[config.mk]
export PLATFORM = sky130hd
export DESIGN_NAME = counter_counter_flat
export DESIGN_NICKNAME = d
export VERILOG_FILES = /design/src/rtl/counter_counter_if.sv /design/src/rtl/counter_counter.sv /design/src/flat_wrapper.sv
export SDC_FILE = /design/constraint.sdc
export NUM_CORES = 1
export LEC_CHECK = 0
export CAP_MARGIN = 20
export CORE_AREA = 4 4 41 43
export DETAILED_ROUTE_END_ITERATION = 8
export DIE_AREA = 0 0 45 47
export GPL_TIMING_DRIVEN = 0
export HOLD_SLACK_MARGIN = 0.03
export PLACE_DENSITY_LB_ADDON = 0.3
export SLEW_MARGIN = 25
export SYNTH_ARGS = -nofsm -noshare
export SYNTH_HDL_FRONTEND = slang
export SYNTH_SLANG_ARGS = --single-unit
[constraint.sdc]
create_clock -name clock -period 1.55 [get_ports clock]
set_clock_uncertainty 0.15 [all_clocks]
set_input_delay 0.465 -clock clock [delete_from_list [all_inputs] [get_ports clock]]
set_output_delay 0.465 -clock clock [all_outputs]
set_load 0.1 [all_outputs]
[src/rtl/counter_counter_if.sv]
// Load/enable/data bundle and registered count output of the modulo counter.
interface counter_counter_if #(
  parameter int WIDTH = 4
) ();
  logic [WIDTH-1:0] d;
  logic             load;
  logic             enable;
  logic [WIDTH-1:0] q;

  modport master (output d, output load, output enable, input q);
  modport slave  (input d, input load, input enable, output q);
endinterface

[src/rtl/counter_counter.sv]
// Modulo up-counter 0..MAX with saturating parallel load; load > enable > hold.
module counter_counter #(
  parameter int unsigned MAX   = 12,
  parameter int unsigned WIDTH = 4
) (
  input  logic             clock,
  input  logic             reset_n,
  counter_counter_if.slave bus
);

  if (MAX < 1 || longint'(MAX) > ((longint'(1) << WIDTH) - 1)) begin : g_bad_max
    $error("counter_counter: MAX must satisfy 1 <= MAX <= 2**WIDTH-1");
  end

  if ($bits(bus.q) != WIDTH) begin : g_bad_width
    $error("counter_counter: interface WIDTH does not match module WIDTH");
  end

  localparam logic [WIDTH-1:0] MAXV = WIDTH'(MAX);

  logic [WIDTH-1:0] count;
  logic [WIDTH-1:0] count_nxt;

  // Out-of-range load values clamp to MAX so q never leaves 0..MAX.
  always_comb begin
    count_nxt = count;
    if (bus.load) begin
      count_nxt = (bus.d > MAXV) ? MAXV : bus.d;
    end else if (bus.enable) begin
      count_nxt = (count == MAXV) ? '0 : count + 1'b1;
    end
  end

  always_ff @(posedge clock or negedge reset_n) begin
    if (!reset_n) begin
      count <= '0;
    end else begin
      count <= count_nxt;
    end
  end

  assign bus.q = count;

endmodule

[src/flat_wrapper.sv]
// flat-port wrapper written by rule: the top's interface ports become plain ports
module counter_counter_flat 
#(
  parameter int unsigned MAX   = 12,
  parameter int unsigned WIDTH = 4
)
  (clock, reset_n, bus_d, bus_load, bus_enable, bus_q);
  counter_counter_if #(.WIDTH(WIDTH)) bus_i ();
  input  logic clock;
  input  logic reset_n;
  input wire logic [$bits(bus_i.d)-1:0] bus_d;
  input wire logic [$bits(bus_i.load)-1:0] bus_load;
  input wire logic [$bits(bus_i.enable)-1:0] bus_enable;
  output wire logic [$bits(bus_i.q)-1:0] bus_q;
  assign bus_i.d = bus_d;
  assign bus_i.load = bus_load;
  assign bus_i.enable = bus_enable;
  assign bus_q = bus_i.q;
  counter_counter #(.MAX(MAX), .WIDTH(WIDTH)) u_core (.clock(clock), .reset_n(reset_n), .bus(bus_i));
endmodule
### Word-level counts from Yosys, hierarchy flattened

Index checks and enable logic that the tools add are counted.

| storage, ports and cells | value |
|---|---|
| bits in latches | 0 |
| memories kept | 0 |
| bits in read-only memories | 0 |
| memory bits (writable) | 0 |
| logic and storage cells | 9 |
| output and inout bits | 4 |
| input bits | 8 |
| flip-flop bits (word level) | 4 |

| operators by class | value |
|---|---|
| shifts and indexed selects | 0 |
| eq/ne operators | 1 |
| add/sub/neg operators | 1 |
| magnitude comparators | 1 |
| bitwise logic cells | 0 |
| multipliers | 0 |
| div/mod/pow operators | 0 |
| muxes and demuxes | 4 |
| reductions and logical operators | 1 |

Operator list:

| cell | number |
|---|---|
| $mux 4 | 4 |
| $add 4x1->4 const B | 1 |
| $eq 4x4->1 const B | 1 |
| $gt 4x4->1 const B | 1 |
| $reduce_bool 2->1 | 1 |

### Longest topological paths before layout

| logic depth | value |
|---|---|
| word-level depth | 4 |
| depth in mapped cells | 5 |
| mapped depth without buffers | 5 |

### Worst setup path after synthesis

Ideal clock, no wire load.

| timing | value |
|---|---|
| kind | register to register |
| start | reg u_core.count[0], in the netlist u_core.bus.q[0] |
| end | reg u_core.count[2], in the netlist u_core.bus.q[2] |
| path buffers | 0 |
| setup time | 0.077 ns |
| clock period less this slack | 1.971 ns |
| setup slack | -0.421 ns |
| data arrival time | 1.744 ns |
| stages on the path, launching flop included | 6 |
| data required time | 1.323 ns |
| cells stage by stage | dfrtp_1 > inv_1 > ha_1 > a21oi_1 > o21ai_0 > a21oi_1 |

| between the ends | value |
|---|---|
| cells in the longest elaborated chain, start to end | 4 |
| elaborated cells between the ends (all ways) | 5 |
| classes of those cells | add/sub (1); eq/ne (1); mux (3) |

RTL lines:

| what | line | text |
|---|---|---|
| start: declaration | counter_counter.sv:21 | `logic [WIDTH-1:0] count;` |
| start signal: assignment | counter_counter.sv:38 | `count <= count_nxt;` |
| $add 4x1->4 / $eq 4x4->1 (equally long branches) | counter_counter.sv:30 | `count_nxt = (count == MAXV) ? '0 : count + 1'b1;` |
| $mux 4 * | counter_counter.sv:30 |  |
| $mux 4 * | counter_counter.sv:29 | `end else if (bus.enable) begin` |
| $mux 4 * | counter_counter.sv:27 | `if (bus.load) begin` |

Mark *: on every way between the ends. The rest lies on a longest branch, timed or not. The select of a mux whose other input is x is not followed.
A chain may end at the register's enable or synchronous reset.

### Worst setup path in the final report

| timing | value |
|---|---|
| start | reg u_core.count[0], in the netlist u_core.bus.q[0] |
| end | out bus_q[0] |

RTL lines:

| what | line | text |
|---|---|---|
| end: declaration | flat_wrapper.sv:14 | `output wire logic [$bits(bus_i.q)-1:0] bus_q;` |

No word-level cell between the ends.

==> results.json <==
{
  "post_cts_hold_buffer_count": 0,
  "fp.dieArea_sq_mm": 0.00212,
  "cts_tree": "built",
  "drt.antenna.violating_nets": 0,
  "critPathMaxFanout": 5,
  "drt_iter0_markers": 11,
  "post_drt_via_cell_ratio": 4.81,
  "switchingPower_w": 0.000211,
  "critPathKind": "reg2out",
  "num_io_pins": 12,
  "synth-seq-cells": 4,
  "maxSlewHeadroom": 0.844,
  "hold_viol": 0,
  "clock-sinks": 4,
  "clock_latency_ps": 230,
  "period_needed_ps": 1550,
  "synth.yosys.warnings": 0,
  "seq_power_share": 0.297,
  "power.share.switching": 0.415,
  "maximum_number_of_pins_on_one_net_before_global_route_repair": 9,
  "final_core_utilization": 0.351,
  "core.rowCount": 13,
  "power.share.combinational": 0.457,
  "critical-path-slowest-cell": "dfrtp_4",
  "initial_antenna_violation_count": 0,
  "dp_hpwl_um": 522,
  "synth_cell_types": 15,
  "number_of_global_route_vias_before_repair": 261,
  "antenna_cells_inserted": 0,
  "fillers": 145,
  "grt_pass1_wl_um": 1050,
  "power.static_leakage_nw": 0.190,
  "largest_register_ffs": 4,
  "dieWidth_um": 45,
  "die_h_um": 47,
  "place_inst": 56,
  "grtUsageMet2": 0.116,
  "grt_setup_unrepaired": "true",
  "dpl-instance-area_sq_um": 413,
  "setup.worst_path.start_class": "register",
  "cts_setup_buffers": 0,
  "synth.avg_cell_area_sq_um": 8.51,
  "synth_fp_nets": 40,
  "drive_above_1_share": 0.341,
  "vias": 284,
  "post_synth_inst_count": 30,
  "hp-class": "in2async",
  "result_of_the_run": "finished clean",
  "dp_slack_ps": -644,
  "cts_buffer_depth": 2,
  "p_clk_frac": 0.246,
  "grt_overflow": 0,
  "detail_route.wirelength_um": 639,
  "hold_ws_ps": 287,
  "crit_path_max_incr_delay_ps": 520,
  "synth_seq_area_share": 0.392,
  "internal_power_w": 0.000298,
  "post-route-cell-area_sq_um": 457,
  "grt_use_total": 0.0719,
  "top_usage_layer": "met2",
  "core_area_sq_mm": 0.00130,
  "finalSetupViolations": 0,
  "cts_buffers": 3,
  "number_of_design_rule_violations_left_after_detail_routing": 0,
  "starting_density": 0.196,
  "setup.worst_path.end_class": "output port",
  "tightestPinTransition_ps": 231,
  "routabilityCongestion": 0.651,
  "post_cts.resized_instances": 30,
  "synthesis.area_sq_um": 255,
  "worst_setup_hold_path_clk_slew_ps": 40,
  "fin_cells": 59,
  "layout.nets": 56,
  "timing.critical_path.cells": "buf_12",
  "final.period_utilization": 1.00,
  "crit_required_ps": 930,
  "post_drt_wl_per_cell_um": 10.8,
  "worst-path-buf-inv": 1,
  "area_growth_syn_to_layout_pct": 78.9,
  "htree_num_levels": 1,
  "crit_family": "flip-flops",
  "drv.max_cap_violation_count": 0,
  "cell_pwr_density_mw_per_mm2": 1120,
  "fmax_ghz": 0.645,
  "grt_use_met1": 0.0774,
  "postLayoutSetupSlackWorst_ps": 0.233,
  "clockRootBuffer": "clkbuf_4",
  "drv_slew": 0,
  "io_buffers": 11,
  "use_met3": 0.0613,
  "drt_first_pass_iters": 4,
  "data_arrival_time_of_the_worst_path_ps": 930,
  "ir_worst_vdd_uv": 713
}
==> placed cells by master, fill, tap and decap left out <==
master,n
a21oi_1,3
a21oi_2,1
a22oi_1,1
a31oi_1,1
buf_12,2
buf_6,2
clkbuf_4,3
clkdlybuf4s50_1,6
dfrtp_2,2
dfrtp_4,2
dlygate4sd2_1,1
ha_1,1
ha_4,1
inv_1,2
inv_2,1
inv_4,1
mux2i_1,1
nand2_1,3
nand2b_1,1
nand3_1,3
nor2b_1,1
nor4_1,1
o21a_1,1
o21ai_0,2
o31a_1,1
==> power by group through the flow <==
| stage | Sequential [W] | Combinational, W | Clock (W) |
|---|---|---|---|
| floorplan | 0.000242 | 0.0000560 | 0 |
| global placement | 0.000147 | 0.000216 | 0 |
| detailed placement | 0.000147 | 0.000218 | 0 |
| CTS | 0.000150 | 0.000226 | 0.000129 |
| global route | 0.000155 | 0.000246 | 0.000139 |
| finish | 0.000151 | 0.000233 | 0.000125 |
==> cells in the mapped netlist <==
cell type  instances  area (sq um)
nor4_1             1          6.26
inv_1              4          15.0
a22oi_1            1          7.51
a21oi_1            4          20.0
nand2_1            3          11.3
o21a_1             1          7.51
dfrtp_1            4           100
o31a_1             1          8.76
ha_1               2          25.0
nor2b_1            1          6.26
o21ai_0            2          10.0
mux2i_1            1          10.0
nand3_1            3          15.0
a31oi_1            1          6.26
nand2b_1           1          6.26
==> path summary, 6_finish.rpt <==
check	depth (start not counted)	from	to	slack [ps]
setup reg to reg	5	u_core.bus.q[0]	u_core.bus.q[3]	50
hold reg to reg	2	u_core.bus.q[2]	u_core.bus.q[2]	490
hold / removal	1	reset_n	u_core.bus.q[2]	290
max in group asynchronous	1	reset_n	u_core.bus.q[1]	780
min in group clock	2	u_core.bus.q[2]	u_core.bus.q[2]	490
setup / recovery	1	u_core.bus.q[0]	bus_q[0]	0.2
==> cell families (layout without fill, tap and decap cells) <==
| kind of cell | after synthesis | count (layout) | share of synthesized area |
|---|---|---|---|
| AO/OA/AOI/OAI | 10 | 10 | 0.235 |
| adder cells (fa/ha/maj) | 2 | 2 | 0.0980 |
| buffers and inverters | 4 | 18 | 0.0588 |
| flip-flops | 4 | 4 | 0.392 |
| multiplexers | 1 | 1 | 0.0392 |
| AND/OR/NAND/NOR | 9 | 9 | 0.176 |
==> area by class of cell <==
cell class | instances | area, sq um | share of cell area
Multi-Input combinational cell | 22 | 156 | 0.342
Inverter | 4 | 17.5 | 0.0384
Tap cell | 15 | 18.8 | 0.0411
Clock buffer | 3 | 22.5 | 0.0493
Sequential cell | 4 | 110 | 0.241
Timing Repair Buffer | 11 | 131 | 0.288
==> routing by layer <==
layer | share of wire | wire (um)
met1 | 0.44 | 281
met4 | 0 | 0
met5 | 0 | 0
met3 | 0.11 | 69
met2 | 0.45 | 288
==> per-stage QoR <==
stage,TNS (ps),total power [W]
floorplan,-50.0,0.000298
global placement,-3050,0.000364
detailed placement,-3050,0.000365
CTS,-1.25,0.000504
global route,-28.4,0.000540
finish,0,0.000509
==> worst register-to-register path: stages (launching register included) <==
cell and delay [ps]:
dfrtp_4 520, inv_4 90, ha_4 140, a21oi_2 30, o21a_1 170, o31a_1 280
(Power assumes the default switching activity.)
